## src/rtl/seqdet_pkg.sv

```systemverilog
`default_nettype none
// ============================================================================
//  Module      : seqdet_pkg
//  Description : Shared types and limits for the serial sequence detector.
//  Revision    : 1.0 - initial release
// ============================================================================
package seqdet_pkg;

    // Detection mode: overlapping keeps the history after a match so pattern
    // suffixes can count toward the next one, non-overlapping restarts the fill.
    typedef enum logic {
        MODE_NONOVERLAP = 1'b0,
        MODE_OVERLAP    = 1'b1
    } seqdet_mode_t;

    localparam int PAT_LEN_MIN = 2;
    localparam int PAT_LEN_MAX = 16;
    localparam int CNT_W_MIN   = 2;
    localparam int CNT_W_MAX   = 32;

endpackage : seqdet_pkg
`default_nettype wire

```

## src/rtl/seqdet_sat_counter.sv

```systemverilog
`default_nettype none
// ============================================================================
//  Module      : seqdet_sat_counter
//  Description : W-bit up counter that sticks at all-ones instead of wrapping.
//  Revision    : 1.0 - initial release
// ============================================================================
module seqdet_sat_counter #(
    parameter int W = 8
) (
    input  logic         clk,
    input  logic         reset,
    input  logic         clr,
    input  logic         inc,
    output logic [W-1:0] count,
    output logic         sat
);

    logic [W-1:0] r_count;
    logic         w_full;

    assign w_full = &r_count;

    // Count up on inc, clear has priority, freeze once every bit is set.
    always_ff @(posedge clk) begin
        if (!reset) begin
            r_count <= '0;
        end else if (clr) begin
            r_count <= '0;
        end else if (inc && !w_full) begin
            r_count <= r_count + 1'b1;
        end
    end

    assign count = r_count;
    assign sat   = w_full;

endmodule : seqdet_sat_counter
`default_nettype wire

```

## src/rtl/param_sequence_detector.sv

```systemverilog
`default_nettype none
// ============================================================================
//  Module      : param_sequence_detector
//  Description : Runtime-configurable serial pattern detector with
//                overlapping / non-overlapping modes and a saturating
//                match counter.
//  Revision    : 1.0 - initial release
// ============================================================================
module param_sequence_detector
    import seqdet_pkg::*;
#(
    parameter int                 PAT_LEN     = 4,
    parameter int                 CNT_W       = 8,
    parameter logic [PAT_LEN-1:0] DEF_PATTERN = PAT_LEN'(4'b0110),
    parameter seqdet_mode_t       DEF_MODE    = MODE_OVERLAP
) (
    input  logic               clk,
    input  logic               reset,
    input  logic               en,
    input  logic               data_in,
    input  logic               cfg_load,
    input  logic [PAT_LEN-1:0] cfg_pattern,
    input  logic               cfg_mode,
    output logic               detected,
    output logic [CNT_W-1:0]   match_count,
    output logic               count_sat
);

    // Reject illegal configurations at elaboration.
    if (PAT_LEN < PAT_LEN_MIN || PAT_LEN > PAT_LEN_MAX) begin : g_bad_pat_len
        $error("param_sequence_detector: PAT_LEN out of range");
    end
    if (CNT_W < CNT_W_MIN || CNT_W > CNT_W_MAX) begin : g_bad_cnt_w
        $error("param_sequence_detector: CNT_W out of range");
    end

    localparam int                FILL_W = $clog2(PAT_LEN + 1);
    localparam logic [FILL_W-1:0] C_FULL = FILL_W'(PAT_LEN);

    logic [PAT_LEN-1:0] r_pattern;
    seqdet_mode_t       r_mode;
    logic [PAT_LEN-1:0] r_hist;
    logic [FILL_W-1:0]  r_fill;
    logic               r_detected;

    logic [PAT_LEN-1:0] w_next_hist;
    logic [FILL_W-1:0]  w_next_fill;
    logic               w_match;
    logic               w_cnt_inc;

    // Shift in the new bit; the fill count tracks how many valid bits hist holds.
    assign w_next_hist = {r_hist[PAT_LEN-2:0], data_in};
    assign w_next_fill = (r_fill == C_FULL) ? C_FULL : r_fill + 1'b1;
    assign w_match     = (w_next_hist == r_pattern) && (w_next_fill == C_FULL);

    // A bit presented together with cfg_load is discarded, so it cannot count.
    assign w_cnt_inc   = en && !cfg_load && w_match;

    // Detector state: configuration, history, fill and the registered flag.
    always_ff @(posedge clk) begin
        if (!reset) begin
            r_pattern  <= DEF_PATTERN;
            r_mode     <= DEF_MODE;
            r_hist     <= '0;
            r_fill     <= '0;
            r_detected <= 1'b0;
        end else if (cfg_load) begin
            r_pattern  <= cfg_pattern;
            r_mode     <= seqdet_mode_t'(cfg_mode);
            r_hist     <= '0;
            r_fill     <= '0;
            r_detected <= 1'b0;
        end else if (en) begin
            r_hist     <= w_next_hist;
            r_fill     <= (w_match && r_mode == MODE_NONOVERLAP) ? '0 : w_next_fill;
            r_detected <= w_match;
        end
    end

    seqdet_sat_counter #(
        .W (CNT_W)
    ) u_match_cnt (
        .clk   (clk),
        .reset (reset),
        .clr   (cfg_load),
        .inc   (w_cnt_inc),
        .count (match_count),
        .sat   (count_sat)
    );

    assign detected = r_detected;

endmodule : param_sequence_detector
`default_nettype wire

```

## config.mk

```make
export PLATFORM = sky130hd
export DESIGN_NAME = param_sequence_detector
export DESIGN_NICKNAME = d
export VERILOG_FILES = /design/src/rtl/seqdet_pkg.sv /design/src/rtl/seqdet_sat_counter.sv /design/src/rtl/param_sequence_detector.sv
export SDC_FILE = /design/constraint.sdc
export NUM_CORES = 1
export LEC_CHECK = 0
export CORE_MARGIN = 2
export CORE_UTILIZATION = 50
export CTS_CLUSTER_SIZE = 20
export DETAILED_ROUTE_END_ITERATION = 6
export PLACE_DENSITY = 0.74
export REMOVE_ABC_BUFFERS = 1
export SYNTH_ARGS = -nofsm -noshare
export SYNTH_HDL_FRONTEND = slang
export SYNTH_SLANG_ARGS = --single-unit
```

## constraint.sdc

```tcl
create_clock -name clk -period 2.55 [get_ports clk]
set_input_delay 0.765 -clock clk [delete_from_list [all_inputs] [get_ports clk]]
set_output_delay 0.765 -clock clk [all_outputs]
set_load 0.01 [all_outputs]
```

==> results.md <==
Status:
- The flow ran to the end, and the final reports show no timing, DRC or antenna violations.

STA:
- The post-route minimum period is 2460 ps.
- The final-report max-slew violation count is 0.
- In this run the tightest slew margin relative to its limit is 72.5%.
- The worst clock skew is 10.3 ps.
- The number of hold violations in the final report is 0.
- Summed over all failing endpoints, the final setup total negative slack is 0 ps.
- The ratio of final minimum period to clock period is 96.6%.
- Setup slack closes at 87.5 ps.
- At the pin with the least slew margin, the transition time is 412 ps.
- Static timing analysis puts the maximum clock frequency at 0.406 GHz.
- Setup repair after global routing left no endpoint under its margin.
- The number of setup violations in the final report is 0.

Cells and area:
- With fillers left out, the area of the finished cells amounts to 1350 µm².
- The total area of multi-input combinational cells is 646 µm².
- The final-stage net count is 150.
- Across the whole layout, storage elements account for 402 µm².
- In the final layout, the share of cells above drive strength 1 is 17.0%.
- The number of antenna diodes in the final layout is 0.
- Excluding fillers, the count of instances in the completed layout stands at 162.
- Counting the fill cells in the layout gives 174.
- Compared with the post-synthesis result, the final layout area differs by 25.4%.

Yosys:
- The number of flops mapped to enable cells by yosys is 0.
- Ranked by instance count, the synthesized netlist is headed by dfxtp_1 (20), nor2_1 (13), mux2i_1 (10), nand2_1 (10), nand3_1 (7).
- Each instance of the synthesized netlist takes up on average 9.67 µm².
- The synthesized netlist contains 34 unique library cells.
- Among all cell types in the netlist, the one instantiated most often is dfxtp_1.
- The proportion of synthesized chip area in sequential cells is 37.3%.
- After synthesis, the cell types taking the most area are dfxtp_1 (37%), mux2i_1 (9.3%), xnor2_2 (6.1%), nor2_1 (4.5%), ha_1 (3.5%).
- In this run, synthesis produced a sequential element count of 20.
- The simple-gate area share of the yosys netlist is 29.8%.
- The cell type contributing the most total cell area after synthesis is dfxtp_1.
- Of the total synthesized cell area, the portion taken by XOR and XNOR cells is 9.32%.
- After synthesis, the share of flip-flops with an asynchronous set or reset is 0%.
- The share of Yosys cell area claimed by the top area cell type is 37.3%.
- The post-synthesis compound-gate area fraction is 8.16%.
- The post-synthesis cell count is 111.
- The portion of synthesized area spent on multiplexers is 9.32%.
- The most common flop cell mapped by yosys is dfxtp_1.
- The post-synthesis instance area is 1070 µm².
- By area, the combinational part of the netlist is dominated by simple AND/OR/NAND/NOR gates.
- The adder-cell share of the synthesized area is 3.50%.
- During synthesis, Yosys emitted a total of 0 warnings.

Setup path:
- Walking the worst path, the cells encountered are ha_1, nand3_1, nor2_1, clkdlybuf4s50_1.
- The signal arrival time at the worst endpoint is 1700 ps.
- The slowest stage of the critical path is the clkdlybuf4s50_1 cell.
- On the worst path, the slowest cell contributes a delay of 540 ps.
- The setup check on the worst reg-to-reg path leaves a slack of 600 ps.
- STA classifies the critical path endpoint as a primary output.
- The startpoint-to-endpoint class of the critical path is flip-flop to primary output.
- The largest fanout of any net on the critical path is 6.
- The data required time at the worst endpoint is 1790 ps.
- The worst setup path is launched from a flip-flop.

Clocking:
- TritonCTS built the clock tree.
- Counting along the longest clock path gives a buffer depth of 2.
- Counting the buffers created by CTS gives 3.
- The number of buffers added to fix hold violations after cts is 0.
- The later pin in the worst-skew pair is clocked with a latency of 300 ps.
- The clock-pin transition on the worst setup and hold timing paths is 110 ps.
- The cell chosen for the clock root is clkbuf_4.
- The number of setup buffers added after CTS is 0.
- CTS built an H-tree with a depth of 1.
- The tree built by TritonCTS fans out to 20 sinks.

Global route:
- The number of antenna violations at the first check in global routing was 0.
- The all-layer global routing usage is 18.0%.
- The first global-routing pass estimated 3.49 mm of wire.
- The total overflow left after global routing is 0.
- The maximum number of pins on one net before global-route repair is 11.
- The number of global-route vias before repair is 842.

Pwr:
- For this design the ratio of total power to cell area is 399 nW/µm².
- The post-route total power is 538 µW.
- The worst voltage drop across the vdd grid is 0.259 mV.
- In this run the static leakage power is 0.000500 µW.

Placed design:
- The sum of net half-perimeters after detailed placement is 1.56 mm.
- The global placer's final weighted congestion is 0.803.
- Summing all placed instances gives a cell area of 1320 µm².
- The pre-CTS setup slack is 162 ps.
- The number of placed cells counting well taps is 159.
- The port buffer count is 19.

Floorplanning:
- The initial utilization of the core area, before any placement, comes to 53.6%.
- The area of the placeable core is 2000 µm².
- The floorplan step defined a die boundary enclosing 2530 µm².
- During I/O placement, the number of pins put on the boundary was 20.
- The floorplan step set the die width to 50.3 µm.
- In this run the core area contains 16 standard-cell rows.
- The y dimension of the die is 50.3 µm.

Detailed routing:
- The routed via count divided by cell count is 5.20.
- After detailed routing, the total wire length is 1.98 mm.
- In the routed design, unresolved DRC markers number 0.
- The first detailed-routing pass ran for 4 iterations.
- Across all layers, the routed design uses 843 vias.
- The final antenna-violating net count is 0.
- For this block, the initial DRC count from the detailed router was 8.
- The average wire per standard cell is 12.2 µm.

Min path:
- The path class of the tightest hold or removal check is flip-flop to flip-flop.

Job:
- The number of maximum-capacitance violations is 0.
area by class of cell:
cell class | instances | area share, %
multi-input combinational | 84 | 48.0
tap | 27 | 2.51
sequential | 20 | 29.8
timing repair buffer | 24 | 16.9
inverter | 4 | 1.12
clock buffer | 3 | 1.67
layer usage:
layer / vias up / GRT usage (%) / routed length [µm]
met5: - / 0 / 0
li1: 437 / - / -
met4: 0 / 5.86 / 0
met3: 0 / 3.87 / 72
met2: 17 / 32.9 / 1030
met1: 389 / 20.7 / 870
logic make-up (layout without fill, tap and decap cells):
family | count (synthesis) | after routing
DFF | 20 | 20
xor gates and xnor gates | 8 | 8
muxes | 10 | 10
buffers and inverters | 7 | 31
AOI/OAI and AO/OA | 12 | 12
and+or+nand+nor | 51 | 51
adders and majority gates | 3 | 3
power by group:
group | leakage, µW | switching [µW] | internal (µW) | total [µW]
Sequential | 0.000163 | 6.61 | 319 | 325
Clock | 0.0000138 | 93.5 | 55.0 | 149
Combinational | 0.000324 | 28.2 | 35.6 | 63.8
per-stage QoR:
stage / utilization, % / hold WS, ps
2_1_floorplan: - / 456
3_3_place_gp: 66.1 / 468
3_5_place_dp: 66.1 / 476
4_1_cts: 67.2 / 490
5_1_grt: 67.3 / 523
6_report: 67.3 / 486
cells in the final DEF, fill, tap and decap left out, drive strengths merged, types with 2 or more instances in the layout:
cell type	Yosys	layout
nor3	3	3
o21ai	3	3
nand3	7	7
nand4	2	2
nor4	4	4
a21oi	6	6
buf	1	5
nor2b	4	4
ha	3	3
mux2i	10	10
dfxtp	20	20
clkbuf	2	3
inv	4	4
nand2	10	10
nand2b	2	2
clkdlybuf4s50	0	19
xnor2	8	8
nor2	13	13
final timing paths:
path | from | end | cells past startpoint
setup / recovery | u_match_cnt.count[1] | count_sat | 4
hold / removal | r_fill[1] | r_fill[1] | 2
setup reg to reg | r_fill[0] | r_fill[2] | 7
hold reg to reg | r_fill[1] | r_fill[1] | 2
flip-flops by register name, summed over array words and instances (netlist names):
signal / count
u_match_cnt.count: 8
detected: 1
r_pattern: 4
r_hist: 3
r_fill: 3
r_mode: 1
critical path: cells and delay by family (launching register included):
family,cells,cell delay [ps]
fa+ha+maj,1,210
simple gates,2,260
flops,1,400
buf+inv,1,540
what timing repair did:
item	CTS	global route
resized for setup	0	1
hold endpoints to repair	0	0
setup endpoints to repair	0	1
Power figures use the tool's default switching activity.
